<file path="src/rtl/sc_match_scorer.sv">
// Match scorer: buffers one pending match per lane, grades them lowest-lane-first,
// and keeps combo, multiplier and a saturating score for the HUD.
module sc_match_scorer #(
   parameter int          LANES       = 37,
   parameter int          SCORE_W     = 24,
   parameter logic [15:0] PERFECT_WIN = 16'd30,
   parameter logic [15:0] GOOD_WIN    = 16'd80
) (
   input  logic                  clk,
   input  logic                  reset,
   input  logic                  pause,
   input  logic [LANES-1:0]      match_trigger,
   input  logic [LANES*16-1:0]   match_time,
   input  logic                  miss,
   output logic [SCORE_W-1:0]    score,
   output logic [9:0]            combo,
   output logic [9:0]            max_combo,
   output logic [2:0]            multiplier,
   output logic                  grade_valid,
   output logic [1:0]            grade,
   output logic [5:0]            grade_lane,
   output logic                  drop_flag
);

   localparam logic [9:0] COMBO_MAX = 10'd1023;

   function automatic logic [1:0] grade_of(input logic [15:0] err);
      if (err <= PERFECT_WIN) begin
         grade_of = 2'd2;
      end else if (err <= GOOD_WIN) begin
         grade_of = 2'd1;
      end else begin
         grade_of = 2'd0;
      end
   endfunction

   function automatic logic [2:0] mult_of(input logic [9:0] c);
      if (c >= 10'd30) begin
         mult_of = 3'd4;
      end else if (c >= 10'd20) begin
         mult_of = 3'd3;
      end else if (c >= 10'd10) begin
         mult_of = 3'd2;
      end else begin
         mult_of = 3'd1;
      end
   endfunction

   logic [LANES-1:0]   pending_r;
   logic [15:0]        err_r [LANES];
   logic [SCORE_W-1:0] score_r;
   logic [9:0]         combo_r;
   logic [9:0]         max_combo_r;
   logic [2:0]         mult_r;
   logic               grade_valid_r;
   logic [1:0]         grade_r;
   logic [5:0]         grade_lane_r;
   logic               drop_r;

   logic               svc_valid_s;
   logic [5:0]         svc_lane_s;
   logic [15:0]        svc_err_s;
   logic [1:0]         svc_grade_s;
   logic [5:0]         points_s;
   logic [SCORE_W:0]   score_sum_s;
   logic [SCORE_W-1:0] score_next_s;
   logic [9:0]         combo_inc_s;
   logic [9:0]         combo_next_s;
   logic [LANES-1:0]   clear_s;
   logic [LANES-1:0]   capture_s;
   logic               drop_s;

   // Lowest-index pending lane wins: scan downward so the last hit is the lowest.
   always_comb begin
      svc_valid_s = 1'b0;
      svc_lane_s  = 6'd0;
      svc_err_s   = 16'd0;
      for (int i = LANES - 1; i >= 0; i--) begin
         if (!pause && pending_r[i]) begin
            svc_valid_s = 1'b1;
            svc_lane_s  = 6'(i);
            svc_err_s   = err_r[i];
         end else begin
            svc_valid_s = svc_valid_s;
         end
      end
   end

   // Points, saturating score, combo update and lane slot bookkeeping.
   always_comb begin
      svc_grade_s  = grade_of(svc_err_s);
      points_s     = ({4'd0, svc_grade_s} + 6'd1) * {3'd0, mult_of(combo_r)};
      score_sum_s  = {1'b0, score_r} + (SCORE_W+1)'(points_s);
      if (score_sum_s[SCORE_W]) begin
         score_next_s = {SCORE_W{1'b1}};
      end else begin
         score_next_s = score_sum_s[SCORE_W-1:0];
      end
      if (combo_r == COMBO_MAX) begin
         combo_inc_s = COMBO_MAX;
      end else begin
         combo_inc_s = combo_r + 10'd1;
      end
      // A miss in the same cycle as a grade still ends the streak.
      if (!pause && miss) begin
         combo_next_s = 10'd0;
      end else if (svc_valid_s) begin
         combo_next_s = combo_inc_s;
      end else begin
         combo_next_s = combo_r;
      end
      if (svc_valid_s) begin
         clear_s = {{(LANES-1){1'b0}}, 1'b1} << svc_lane_s;
      end else begin
         clear_s = {LANES{1'b0}};
      end
      capture_s = match_trigger & (~pending_r | clear_s);
      drop_s    = |(match_trigger & pending_r & ~clear_s);
   end

   // State and registered outputs.
   always_ff @(posedge clk) begin
      if (reset) begin
         pending_r     <= {LANES{1'b0}};
         for (int i = 0; i < LANES; i++) begin
            err_r[i] <= 16'd0;
         end
         score_r       <= {SCORE_W{1'b0}};
         combo_r       <= 10'd0;
         max_combo_r   <= 10'd0;
         mult_r        <= 3'd1;
         grade_valid_r <= 1'b0;
         grade_r       <= 2'd0;
         grade_lane_r  <= 6'd0;
         drop_r        <= 1'b0;
      end else begin
         pending_r <= (pending_r & ~clear_s) | capture_s;
         for (int i = 0; i < LANES; i++) begin
            if (capture_s[i]) begin
               err_r[i] <= match_time[16*i +: 16];
            end
         end
         drop_r        <= drop_r | drop_s;
         grade_valid_r <= svc_valid_s;
         if (svc_valid_s) begin
            grade_r      <= svc_grade_s;
            grade_lane_r <= svc_lane_s;
            score_r      <= score_next_s;
            if (combo_inc_s > max_combo_r) begin
               max_combo_r <= combo_inc_s;
            end
         end
         combo_r <= combo_next_s;
         mult_r  <= mult_of(combo_next_s);
      end
   end

   assign score       = score_r;
   assign combo       = combo_r;
   assign max_combo   = max_combo_r;
   assign multiplier  = mult_r;
   assign grade_valid = grade_valid_r;
   assign grade       = grade_r;
   assign grade_lane  = grade_lane_r;
   assign drop_flag   = drop_r;

endmodule

</file>
<file path="config.mk">
export PLATFORM = sky130hd
export DESIGN_NAME = sc_match_scorer
export DESIGN_NICKNAME = d
export VERILOG_FILES = /design/src/rtl/sc_match_scorer.sv
export SDC_FILE = /design/constraint.sdc
export NUM_CORES = 1
export LEC_CHECK = 0
export BUFFER_PORTS_ARGS = -buffer_cell sky130_fd_sc_hd__buf_4
export CAP_MARGIN = 20
export CORE_MARGIN = 1
export CORE_UTILIZATION = 30
export CTS_CLUSTER_DIAMETER = 80
export DETAILED_ROUTE_END_ITERATION = 10
export HOLD_SLACK_MARGIN = 0.05
export SLEW_MARGIN = 15
export SYNTH_ARGS = -nofsm -noshare
export SYNTH_HDL_FRONTEND = slang
export SYNTH_SLANG_ARGS = --single-unit
</file>
<file path="constraint.sdc">
create_clock -name clk -period 19.3 [get_ports clk]
set_clock_uncertainty 0.05 [all_clocks]
set_input_delay 3.86 -clock clk [delete_from_list [all_inputs] [get_ports clk]]
set_output_delay 3.86 -clock clk [all_outputs]
set_load 0.02 [all_outputs]
</file>
# [Yosys cells after proc, flatten, opt, wreduce, memory -nomap -nowiden]
# Memory sizes are Yosys's and may differ from the RTL's.
# Cells that the tools add are included.
[word_totals] ramBits=592 inputBits=633 elab_cells=388 regBits=94 output_inout_bits=57 n_memories=1
[classes] shift=1 n_eq_ne=1 n_mux=274 n_bitwise=46 n_addsub=3 n_lt_le_gt_ge=9 n_mul=1 n_reduce_logical=42
[mem_list] memory="err_r" words=37 word_bits=16 read_ports=37 rd_clocked_by_memory_dff=0 write_ports=37 line_no="50" rtl="logic [15:0] err_r [LANES];"
[op_table] op="$mux 16" count=74
[op_table] op="$mux 6" count=37
[op_table] op="$mux 1" count=151
[op_table] op="$and 37x37->37" count=4
[op_table] op="$not 37->37" count=2
[op_table] op="$or 37x37->37" count=2
[op_table] op="$ge 10x5->1 const B" count=4
[op_table] op="$logic_and 1x1->1" count=38
[op_table] op="$or 1x1->1" count=38
[op_table] op="$mux 37" count=1
[op_table] op="$reduce_or 37->1" count=1
[op_table] op="$shl 1x6->37 const A" count=1
[op_table] op="$mux 10" count=3
[op_table] op="$add 24x6->25" count=1
[op_table] op="$mux 24" count=1
[op_table] op="$ge 10x4->1 const B" count=2
[op_table] op="$le 16x5->1 const B" count=1
[op_table] op="$le 16x7->1 const B" count=1
[op_table] op="$add 10x1->10 const B" count=1
[op_table] op="$eq 10x10->1 const B" count=1
[op_table] op="$gt 10x10->1" count=1
[op_table] op="$mux 2" count=5
[op_table] op="$mul 3x3->6" count=1
[op_table] op="$mux 3" count=2
[op_table] op="4 further kinds" count=4

# [Longest topological paths before layout]
[logic_depth] ltp_word=47 mapped_depth=28 depth_no_buf=23

# [Least setup slack after synthesis]
# OpenSTA, ideal clock, no wires.
[synth_timing] path_type="in2reg" startpoint="input pause" endpoint="register score_r[23], in the netlist score[23]" required_time_ns=19.116 path_buffers=1 stages=23 arrival_time_ns=9.064 setup_time_ns=0.134 setup_slack_ns=10.052 cell_sequence="or4_1 clkbuf_1 or2_1 a32oi_1 o221ai_1 o211a_1 nor4_1 a211o_1 nand4_1 and2_1 fa_1 inv_1 fa_1 fa_1 nor2b_1 o21a_1 o21ai_0 a211oi_1 nor3b_1 and2_1 nand3_1 nor3_1 a211oi_1"
[synth_via] elab_chain_len=46 elab_cells_between_ends=120 cone_classes="2 x add/sub; 1 x mul; 2 x order compare; 77 x mux; 38 x reduce/logical"
[synth_lines] item="start, declared" line_no="11" rtl="input logic pause,"
[synth_lines] item="$logic_not 1->1 (*)" line_no="79" rtl="if (!pause && pending_r[i]) begin"
[synth_lines] item="$logic_and 1x1->1" line_no="79"
[synth_lines] item="$mux 16 (37 in series)" line_no="79"
[synth_lines] item="$le 16x7->1" line_no="30" rtl="end else if (err <= GOOD_WIN) begin"
[synth_lines] item="$mux 1" line_no="30"
[synth_lines] item="$mux 2" line_no="28" rtl="if (err <= PERFECT_WIN) begin"
[synth_lines] item="$add 2x1->3" line_no="92" rtl="points_s = ({4'd0, svc_grade_s} + 6'd1) * {3'd0, mult_of(combo_r)};"
[synth_lines] item="$mul 3x3->6" line_no="92"
[synth_lines] item="$add 24x6->25" line_no="93" rtl="score_sum_s = {1'b0, score_r} + (SCORE_W+1)'(points_s);"
[synth_lines] item="$mux 24" line_no="94" rtl="if (score_sum_s[SCORE_W]) begin"
[synth_lines] item="end signal, assigned" line_no="128" rtl="score_r <= {SCORE_W{1'b0}};"
[synth_lines] item="end signal, assigned" line_no="148" rtl="score_r <= score_next_s;"
[synth_lines] item="end, declared" line_no="51" rtl="logic [SCORE_W-1:0] score_r;"
# Every way passes the cells marked *; elsewhere a longest branch is shown, timed or not.
# A chain may end at the register's enable or synchronous reset.

# [Worst setup path after layout]
[layout_timing] startpoint="input pause" endpoint="register score_r[21], in the netlist score[21]"
# Same word-level chain as after synthesis.

==> results.cfg <==
[final_layout]
syn2layout_area_growth_pct = 27.5
final_cell_area_um2 = 43200
drive_gt1_share_pct = 25.0
layout.nets = 4292
fillers = 11000

[synth]
synthTopCellsByArea = edfxtp_1, and2_1, dfxtp_1, a21oi_1, nor2_1
yosysSeqAreaShare_pct = 58.0
yosys-top-cells-count = edfxtp_1, and2_1, nor2_1, nand2_1, a21oi_1
ys.flop_type = edfxtp_1
ys_types = 98
yosys.area.top_type = edfxtp_1
synth.most_common_cell = edfxtp_1
yosysWarnings = 0
synth-edff-count = 592
synth_top_area_share_pct = 52.4
ys_seq_elements = 686
syn_area_per_cell_um2 = 11.3
postSynthCellCount = 3007
async_flop_share_pct = 0
synth_area_um2 = 33900

[placement]
io_buffers = 689
placed_area_um2 = 40500
place_congestion = 1.01
dp_hpwl_mm = 123

[worst_hold_path]
worstHoldStart = grade[0]
hold_path_class = flip-flop to flip-flop

[pwr]
p_sw_w = 0.00114
power_frac_seq_pct = 44.3
p_int_w = 0.00294
p_comb_share_pct = 16.1
peakVddDrop_mv = 0.0640
power_frac_clock_pct = 39.6
switching_share_pct = 28.0
p_leak_nw = 17.0
p_per_area_nw_per_um2 = 94.3

[critical_path]
crit_type = primary input to flip-flop
crit_chain = buf_6 > buf_4 > or4b_4 > nor2_1 > nor4_1 > o311a_1 > o221ai_1 > nor4_1 > a211o_1 > nand4_1 > and2_1 > fa_1 > inv_1 > fa_1 > inv_1 > ha_1 > a21o_1 > a21oi_1 > o21bai_1 > a21o_1 > nand3_1 > nor4_2 > nand2_1 > a21oi_1
worstPathMaxFanout = 65
cp-end-kind = flip-flop
reg2reg_from = pending_r[32]
ff2ff_setup_slack_ps = 11300
cp_slowest_cell = nor4_1
crit_path_start = pause
slowest_delay_ps = 890
critPathRequiredTime_ps = 19820
arrival_ps = 11500
cp_top_family = simple AND/OR/NAND/NOR gates
start_kind = primary input
crit_buf_inv = 4

[run]
drv_cap = 0

[clock_network]
cts_buffers = 80
cts_root_buffer = clkbuf_16
cts_tree = yes
numClockSinks = 686
clk-insertion-delay-late_ps = 680
htree_levels = 3
path_clk_slew_ps = 60
cts_resized = 0
cts.path.max_buffers = 3
post_cts_buffers = 0
holdBufCountCts = 0

[detailed_routing]
drt-wirelength-per-cell_um = 29.8
top_layer = met5
drc = 0
met3_length_mm = 14.4
routed-wl-met2_mm = 73.4
wl_met1_mm = 60.1
finalWirelength_mm = 155
drt_pass1_iterations = 6
viasPerCell = 5.42
antenna_left = 0
vias = 28100
drt_iter0_markers = 2999

[sta]
max_freq_mhz = 91.1
hold_violations = 0
post-route-min-period_ps = 10970
slew_headroom_pct = 14.9
period_share_pct = 56.9
setup_viol = 0
drv_slew = 0
rsz0062_at_grt = false
worstMarginPinSlew_ps = 1260
fin_setup_tns_ps = 0

[global_routing]
grt_use_total_pct = 26.2
grt_pass1_vias = 28000
grt_max_degree = 120
antenna_found_initial = 28
overflow = 0
grt_pass1_wl_mm = 213

[floorplan]
coreArea_um2 = 111000
initial_utilization_pct = 30.4
rows = 122
die_width_um = 338
dieArea_um2 = 114000
ioPinCount = 690
die_y_um = 338

[status]
status = completed
[state kept, by name, indices dropped and copies added, names as in the netlist]
name / count
combo: 10
drop_flag: 1
err_r: 592
grade: 2
grade_lane: 6
grade_valid: 1
max_combo: 10
multiplier: 3
pending_r: 37
score: 24
[worst paths after layout]
kind | endpoint | cells past startpoint
setup / recovery | score[21] | 24
hold / removal | grade[0] | 2
setup reg to reg | score[21] | 22
hold reg to reg | grade[0] | 2
[layout by cell type, fill, tap and decap left out, types with 79 or more instances in the layout]
| master | instances |
|---|---|
| a21oi_1 | 158 |
| and2_1 | 556 |
| buf_4 | 731 |
| clkbuf_16 | 82 |
| dfxtp_1 | 94 |
| edfxtp_1 | 592 |
| inv_1 | 79 |
| nand2_1 | 162 |
| nor2_1 | 171 |
| nor2b_1 | 89 |
[logic make-up (layout without fill, tap and decap cells)]
kind of cell | after synthesis | count (layout) | synth area share (%)
other | 1 | 10 | 0.0111
adders and majority gates | 26 | 26 | 1.05
and+or+nand+nor | 1317 | 1317 | 22.6
muxes | 8 | 8 | 0.240
buffers and inverters | 277 | 966 | 3.47
DFF | 686 | 686 | 58.0
xor gates and xnor gates | 21 | 21 | 0.542
AOI/OAI and AO/OA | 671 | 671 | 14.1
[power by group through the flow]
| stage | registers, W | clock network (W) | logic [W] |
|---|---|---|---|
| floorplan | 0.00181 | 0 | 0.000317 |
| global placement | 0.00183 | 0 | 0.000641 |
| detailed placement | 0.00183 | 0 | 0.000641 |
| CTS | 0.00181 | 0.00163 | 0.000644 |
| global route | 0.00182 | 0.00168 | 0.000688 |
| finish | 0.00181 | 0.00161 | 0.000657 |
[metrics by stage]
step	setup WS [ps]	hold WS [ps]	utilization [%]	power (W)	cells
after global placement	7900	397	36.3	0.00248	5034
after CTS	8510	411	38.8	0.00408	5184
final	8330	412	38.8	0.00408	5193
after floorplan	10050	485	-	0.00213	3009
after global routing	8060	428	38.8	0.00419	5190
after detailed placement	7830	403	36.3	0.00248	5037
[tightest hold or removal path, stage by stage, from the launching register on]
cell and delay, ps:
dfxtp_1 310, nand2_1 50, a21oi_1 50
[per-layer routing]
layer  global-route usage (%)  up-vias
met2                     43.3     1461
met4                     10.4       34
li1                         -    12400
met5                        0        -
met3                     7.68      306
met1                     31.9    13900
[layout make-up]
type                       count  area (um2)  area share [%]
sequential                   686       19700            45.5
multi-input combinational   2046       13100            30.3
timing repair buffer         737        5540            12.8
clock buffer                  99        2160            4.98
tap                         1488        1860            4.30
clock inverter                48         589            1.36
inverter                      82         308           0.712
antenna                        7        17.5          0.0405
Note: power is estimated with default switching activity, not from simulation.
